--- src/rtl/sap_datapath.sv ---
// sap_datapath: bus-structured datapath for the 8-bit SAP computer.
//
// PC, MAR, 16x8 RAM, IR, A, B, ALU with latched op, Z/C flags and an output
// register share one 8-bit internal bus driven under a 17-bit control word.
// All registers update on the rising edge; the control unit changes the
// word on the falling edge, so every micro-step is one clock.
//
// RAM is not touched by reset. While rst is high it can be preloaded via
// prog_we/prog_addr/prog_data, and bus-sourced RAM writes are suppressed.
//
// Build option: define SAP_BUS_CHECK_EN to build the sticky multiple-driver
// checker behind bus_conflict. Without it bus_conflict is tied low. Bus
// priority resolution is the same in both builds.

module sap_datapath (
    input  logic        clk,
    input  logic        rst,
    input  logic [16:0] ControlSignal,
    input  logic        prog_we,
    input  logic [3:0]  prog_addr,
    input  logic [7:0]  prog_data,
    output logic [3:0]  opcode,
    output logic [1:0]  flagReg,
    output logic [7:0]  out_data,
    output logic        out_valid,
    output logic        bus_conflict
);

    // Control word bit positions
    localparam int CW_RAM_WE  = 0;
    localparam int CW_RAM_OUT = 1;
    localparam int CW_PC_LD   = 2;
    localparam int CW_PC_OUT  = 3;
    localparam int CW_IR_LD   = 4;
    localparam int CW_OUT_LD  = 5;
    localparam int CW_MAR_LD  = 6;
    localparam int CW_IR_OUT  = 7;
    localparam int CW_PC_INC  = 8;
    localparam int CW_B_LD    = 9;
    localparam int CW_A_OUT   = 10;
    localparam int CW_A_LDI   = 11;
    localparam int CW_A_LD    = 12;
    localparam int CW_OP_LO   = 13;
    localparam int CW_OP_HI   = 14;
    localparam int CW_ALU_OUT = 15;
    localparam int CW_FLAG_T  = 16;

    localparam logic [1:0] OP_ADD = 2'b00;
    localparam logic [1:0] OP_SUB = 2'b01;
    localparam logic [1:0] OP_INC = 2'b10;
    localparam logic [1:0] OP_DEC = 2'b11;

    // Architectural registers
    logic [3:0] r_pc;
    logic [3:0] r_mar;
    logic [7:0] r_ir;
    logic [7:0] r_a;
    logic [7:0] r_b;
    logic [7:0] r_out;
    logic [1:0] r_alu_op;
    logic       r_flag_z;
    logic       r_flag_c;
    logic       r_out_valid;
    logic [7:0] r_ram [16];

    // Decoded control strobes
    logic w_ram_we;
    logic w_ram_out;
    logic w_pc_ld;
    logic w_pc_out;
    logic w_ir_ld;
    logic w_out_ld;
    logic w_mar_ld;
    logic w_ir_out;
    logic w_pc_inc;
    logic w_b_ld;
    logic w_a_out;
    logic w_a_ldi;
    logic w_a_ld;
    logic w_alu_out;
    logic w_op_ld;
    logic [1:0] w_op_sel;

    // Bit 16 is the control unit's flag-test strobe; the datapath has no use for it.
    logic w_unused;

    logic [7:0] w_ram_rd;
    logic [8:0] w_alu;
    logic [7:0] w_bus;

    assign w_ram_we  = ControlSignal[CW_RAM_WE];
    assign w_ram_out = ControlSignal[CW_RAM_OUT];
    assign w_pc_ld   = ControlSignal[CW_PC_LD];
    assign w_pc_out  = ControlSignal[CW_PC_OUT];
    assign w_ir_ld   = ControlSignal[CW_IR_LD];
    assign w_out_ld  = ControlSignal[CW_OUT_LD];
    assign w_mar_ld  = ControlSignal[CW_MAR_LD];
    assign w_ir_out  = ControlSignal[CW_IR_OUT];
    assign w_pc_inc  = ControlSignal[CW_PC_INC];
    assign w_b_ld    = ControlSignal[CW_B_LD];
    assign w_a_out   = ControlSignal[CW_A_OUT];
    assign w_a_ldi   = ControlSignal[CW_A_LDI];
    assign w_a_ld    = ControlSignal[CW_A_LD];
    assign w_alu_out = ControlSignal[CW_ALU_OUT];
    assign w_op_sel  = ControlSignal[CW_OP_HI:CW_OP_LO];
    assign w_unused  = ControlSignal[CW_FLAG_T];

    // The op latch follows the word whenever B is loaded or an op is named,
    // so a later ALU-out word with bits 14:13 clear reuses the earlier op.
    assign w_op_ld = w_b_ld | ControlSignal[CW_OP_LO] | ControlSignal[CW_OP_HI];

    // Asynchronous RAM read at the current MAR
    assign w_ram_rd = r_ram[r_mar];

    // 9-bit ALU; bit 8 is the carry out
    always_comb begin
        w_alu = 9'd0;
        unique case (r_alu_op)
            OP_ADD: w_alu = {1'b0, r_a} + {1'b0, r_b};
            OP_SUB: w_alu = {1'b0, r_a} + {1'b0, ~r_b} + 9'd1;
            OP_INC: w_alu = {1'b0, r_a} + 9'd1;
            OP_DEC: w_alu = {1'b0, r_a} + 9'h0FF;
            default: w_alu = 9'd0;
        endcase
    end

    // Bus mux with fixed priority ALU > A > RAM > IR > PC; idle bus reads 0
    always_comb begin
        w_bus = 8'h00;
        if (w_alu_out) begin
            w_bus = w_alu[7:0];
        end else if (w_a_out) begin
            w_bus = r_a;
        end else if (w_ram_out) begin
            w_bus = w_ram_rd;
        end else if (w_ir_out) begin
            w_bus = {4'h0, r_ir[3:0]};
        end else if (w_pc_out) begin
            w_bus = {4'h0, r_pc};
        end
    end

    // Program counter: load beats increment, increment wraps 15 -> 0
    always_ff @(posedge clk) begin
        if (rst) begin
            r_pc <= 4'h0;
        end else if (w_pc_ld) begin
            r_pc <= w_bus[3:0];
        end else if (w_pc_inc) begin
            r_pc <= r_pc + 4'h1;
        end
    end

    // Plain bus-loaded registers: MAR, IR, B, OUT
    always_ff @(posedge clk) begin
        if (rst) begin
            r_mar <= 4'h0;
            r_ir  <= 8'h00;
            r_b   <= 8'h00;
            r_out <= 8'h00;
        end else begin
            if (w_mar_ld) r_mar <= w_bus[3:0];
            if (w_ir_ld)  r_ir  <= w_bus;
            if (w_b_ld)   r_b   <= w_bus;
            if (w_out_ld) r_out <= w_bus;
        end
    end

    // Accumulator: full load beats load-immediate (low nibble, zero-extended)
    always_ff @(posedge clk) begin
        if (rst) begin
            r_a <= 8'h00;
        end else if (w_a_ld) begin
            r_a <= w_bus;
        end else if (w_a_ldi) begin
            r_a <= {4'h0, w_bus[3:0]};
        end
    end

    // ALU operation latch
    always_ff @(posedge clk) begin
        if (rst) begin
            r_alu_op <= OP_ADD;
        end else if (w_op_ld) begin
            r_alu_op <= w_op_sel;
        end
    end

    // Z/C capture only when the ALU result is placed on the bus
    always_ff @(posedge clk) begin
        if (rst) begin
            r_flag_z <= 1'b0;
            r_flag_c <= 1'b0;
        end else if (w_alu_out) begin
            r_flag_z <= (w_alu[7:0] == 8'h00);
            r_flag_c <= w_alu[8];
        end
    end

    // Output strobe: high for the cycle after every OUT load
    always_ff @(posedge clk) begin
        if (rst) begin
            r_out_valid <= 1'b0;
        end else begin
            r_out_valid <= w_out_ld;
        end
    end

    // RAM write port: program port during reset, bus writes otherwise
    always_ff @(posedge clk) begin
        if (rst) begin
            if (prog_we) r_ram[prog_addr] <= prog_data;
        end else if (w_ram_we) begin
            r_ram[r_mar] <= w_bus;
        end
    end

`ifdef SAP_BUS_CHECK_EN
    logic [2:0] w_drv_cnt;
    logic       r_bus_conflict;

    assign w_drv_cnt = {2'b00, w_alu_out} + {2'b00, w_a_out} + {2'b00, w_ram_out}
                     + {2'b00, w_ir_out} + {2'b00, w_pc_out};

    // Sticky flag for any edge with more than one bus driver; only reset clears it
    always_ff @(posedge clk) begin
        if (rst) begin
            r_bus_conflict <= 1'b0;
        end else if (w_drv_cnt > 3'd1) begin
            r_bus_conflict <= 1'b1;
        end
    end

    assign bus_conflict = r_bus_conflict;
`else
    assign bus_conflict = 1'b0;
`endif

    assign opcode    = r_ir[7:4];
    assign flagReg   = {r_flag_z, r_flag_c};
    assign out_data  = r_out;
    assign out_valid = r_out_valid;

endmodule

--- config.mk ---
export PLATFORM = sky130hd
export DESIGN_NAME = sap_datapath
export DESIGN_NICKNAME = d
export VERILOG_FILES = /design/src/rtl/sap_datapath.sv
export SDC_FILE = /design/constraint.sdc
export NUM_CORES = 1
export LEC_CHECK = 0
export CORE_UTILIZATION = 60
export DETAILED_ROUTE_END_ITERATION = 12
export PLACE_DENSITY = 0.8
export SLEW_MARGIN = 0
export SYNTH_ARGS = -nofsm -noshare
export SYNTH_HDL_FRONTEND = slang
export SYNTH_SLANG_ARGS = --single-unit
export TNS_END_PERCENT = 20
--- constraint.sdc ---
create_clock -name clk -period 3.8 [get_ports clk]
set_clock_uncertainty 0.15 [all_clocks]
set_input_delay 0.95 -clock clk [delete_from_list [all_inputs] [get_ports clk]]
set_output_delay 0.95 -clock clk [all_outputs]
set_load 0.005 [all_outputs]
==> impl_metrics.tcl <==
set metrics [dict create \
    status "finished clean" \
    hold_buffers 0 \
    wl_mm 20.0 \
    hold_violations 0 \
    fmax_mhz 279 \
    multiInputGateArea_sq_mm 0.00314 \
    fp.dieW_microns 119 \
    num_antenna_cells 0 \
    nNetsFinal 752 \
    cts_buffers 17 \
    clock_sinks 177 \
    yosysUniqueCellTypes 64 \
    reg2reg_depth 10 \
    path_cells "or2_2 > ha_1 > fa_1 > a211oi_1 > or2_2 > mux2i_1 > nor3_1 > a32o_1 > o21ai_0 > buf_4" \
    syn_avg_cell_area_sq_um 12.9 \
    start_util_pct 61.8 \
    grt_setup_unrepaired "false" \
    cts_max_level 4 \
    cap_violations 0 \
    vdd_ir_drop_max_uv 383 \
    ys_seq_elements 177 \
    area_delta_synth_final_pct 16.1 \
    min_path_cells 2 \
    syn_area_sq_mm 0.00826 \
    drt_iter0_markers 613 \
    cts_resized 0 \
    yosysWarnings 0 \
    cp_max_fo 16 \
    cts_tree "done" \
    slowest_delay_ns 0.43 \
    async_reset_ff_share_pct 0 \
    cp.required_ns 3.82 \
    clockBufferDepth 2 \
    postRouteAntennaNets 0 \
    cp.arrival_ns 3.61 \
    startpoint_type "register" \
    fin_crit_sh_pct 94.4 \
    netlist_instances 641 \
    slew_viol_final 0 \
    timing.slew.headroom_pct 33.2 \
    p_leak_nw 3.35 \
    via_count 5726 \
    grt_overflow 0 \
    core-area_sq_mm 0.0133 \
    setup_viol 0 \
    worst_skew_pair.late_latency_ns 0.43 \
    hpwlAfterDp_mm 13.7 \
    grt_pass1_vias 5598 \
    drc 0 \
    powerDensity_mw_per_mm2 497 \
    total_power_w 0.00476 \
    grt_max_degree 53 \
    syn_nets 692 \
    min_period_ns 3.59 \
    ys.flop_type "edfxtp_1" \
    slowest_stage "fa_1" \
    setup_tns_ns 0 \
    via_per_inst 6.44 \
    synth_edf_count 128 \
    wl_per_cell_microns 22.5 \
    hold_path.class "reg -> reg" \
    cts_root_buffer "clkbuf_16" \
    synth-seq-area-share_pct 58.4 \
    fp-row-count 42 \
    die_area_sq_mm 0.0142 \
    fillers 866 \
    cts.clk_slew.worst_paths_ns 0.06 \
    portBuffers 45 \
    grt.total_usage_pct 29.6 \
    num_io_pins 48 \
    gp_congestion 0.936 \
    drive_gt1_share_pct 14.9 \
    crit_path_frequent_cell "or2_2" \
    path_class "reg -> reg" \
    dr.pass1.iters 5 \
    grt_pass1_wl_mm 31.2 \
    end_kind "register" \
    die_h_microns 119 \
    ff_latch_area_sq_mm 0.00483 \
    cts_setup_buffers 0 \
    tightest_slew_ns 0.995 \
    antenna_found_initial 0 \
]
[registers in the layout, indices dropped and copies added (netlist names), named ones only]
register   count
out_data       8
out_valid      1
r_a            8
r_alu_op       2
r_b            8
r_flag_c       1
r_flag_z       1
r_ir           8
r_mar          4
r_pc           4
r_ram        128
[metal layers]
layer | up-vias | track usage [%] | wire [microns]
li1 | 2570 | - | -
met1 | 2816 | 40.5 | 8260
met2 | 300 | 48.3 | 9830
met3 | 40 | 5.03 | 1440
met4 | 0 | 9.92 | 435
met5 | - | 0 | 0
[power breakdown]
part / switching [W] / internal, W
registers: 0.0000693 / 0.00216
logic: 0.000421 / 0.000318
clock network: 0.000751 / 0.00104
total: 0.00124 / 0.00352
[cells by family (layout without fill, tap and decap cells)]
| kind of cell | after synthesis | count (layout) | share of synthesized area [%] |
|---|---|---|---|
| adders and majority gates | 19 | 19 | 3.06 |
| other | 1 | 1 | 0.0454 |
| buffers and inverters | 58 | 130 | 3.47 |
| xor gates and xnor gates | 5 | 5 | 0.531 |
| DFF | 177 | 177 | 58.4 |
| AOI/OAI and AO/OA | 137 | 137 | 11.6 |
| and+or+nand+nor | 188 | 188 | 11.5 |
| muxes | 56 | 56 | 11.4 |
[cells in the final DEF, fill, tap and decap left out, types with 7 or more instances in the layout]
cell type        netlist  layout
ha_1                  17      17
nor3b_1                9       9
mux4_2                18      18
mux2i_1               21      21
o22ai_1               11      11
clkbuf_16              0      17
a21oi_1               22      22
a211oi_1              20      20
mux2_2                 8       8
inv_1                 18      18
or3_1                  7       7
nor2_1                53      53
nor2b_1                7       7
o21ai_0               26      26
nand2b_1              24      24
clkdlybuf4s50_1        0      44
mux4_1                 9       9
nand3_1               11      11
nand2_1               46      46
edfxtp_1             128     128
dfxtp_1               49      48
buf_4                 10      36
a31oi_1               10      10
[through the flow]
step | util (%) | hold slack, ns | cell area, sq um | setup slack, ns | cells
after floorplan | - | 0.291 | 8260 | 0.340 | 641
after global placement | 67.2 | 0.312 | 8970 | 0.244 | 858
after detailed placement | 67.2 | 0.313 | 8970 | 0.124 | 858
after CTS | 71.8 | 0.324 | 9580 | 0.290 | 889
after global routing | 71.8 | 0.350 | 9580 | 0.0154 | 889
final | 71.8 | 0.325 | 9580 | 0.213 | 889
[final timing paths]
| path | startpoint | to | slack [ns] |
|---|---|---|---|
| hold reg to reg | r_b[7]$_SDFFE_PP0P_ | r_b[7]$_SDFFE_PP0P_ | 0.32 |
| setup / recovery | r_alu_op[1]$_SDFFE_PP0P_ | r_ram[13][6]$_DFFE_PP_ | 0.21 |
| hold / removal | r_b[7]$_SDFFE_PP0P_ | r_b[7]$_SDFFE_PP0P_ | 0.32 |
| setup reg to reg | r_alu_op[1]$_SDFFE_PP0P_ | r_ram[13][6]$_DFFE_PP_ | 0.21 |
[worst max-delay path, delay by kind of cell (launching register included)]
family / cells / cell delay (ns)
compound gates: 3 / 0.96
fa+ha+maj: 2 / 0.65
buf+inv: 1 / 0.21
flops: 1 / 0.42
mux: 1 / 0.08
simple gates: 3 / 0.85
[Yosys cell counts (10+ instances only)]
cell type,instances,area (sq um)
a211oi_1,20,150
a21oi_1,22,110
a31oi_1,10,62.6
buf_4,10,75.1
clkbuf_1,20,75.1
dfxtp_1,49,981
edfxtp_1,128,3840
ha_1,17,213
inv_1,18,67.6
mux2i_1,21,210
mux4_2,18,405
nand2_1,46,173
nand2b_1,24,150
nand3_1,11,55.1
nor2_1,53,199
o21ai_0,26,130
o22ai_1,11,68.8
[final cells by class]
| type | instances | share of cell area, % |
|---|---|---|
| Tap cell | 176 | 2.30 |
| Clock inverter | 14 | 1.89 |
| Sequential cell | 177 | 50.4 |
| Multi-Input combinational cell | 406 | 32.8 |
| Inverter | 18 | 0.705 |
| Timing Repair Buffer | 81 | 7.47 |
| Clock buffer | 17 | 4.44 |
Power figures use the tool's default switching activity.
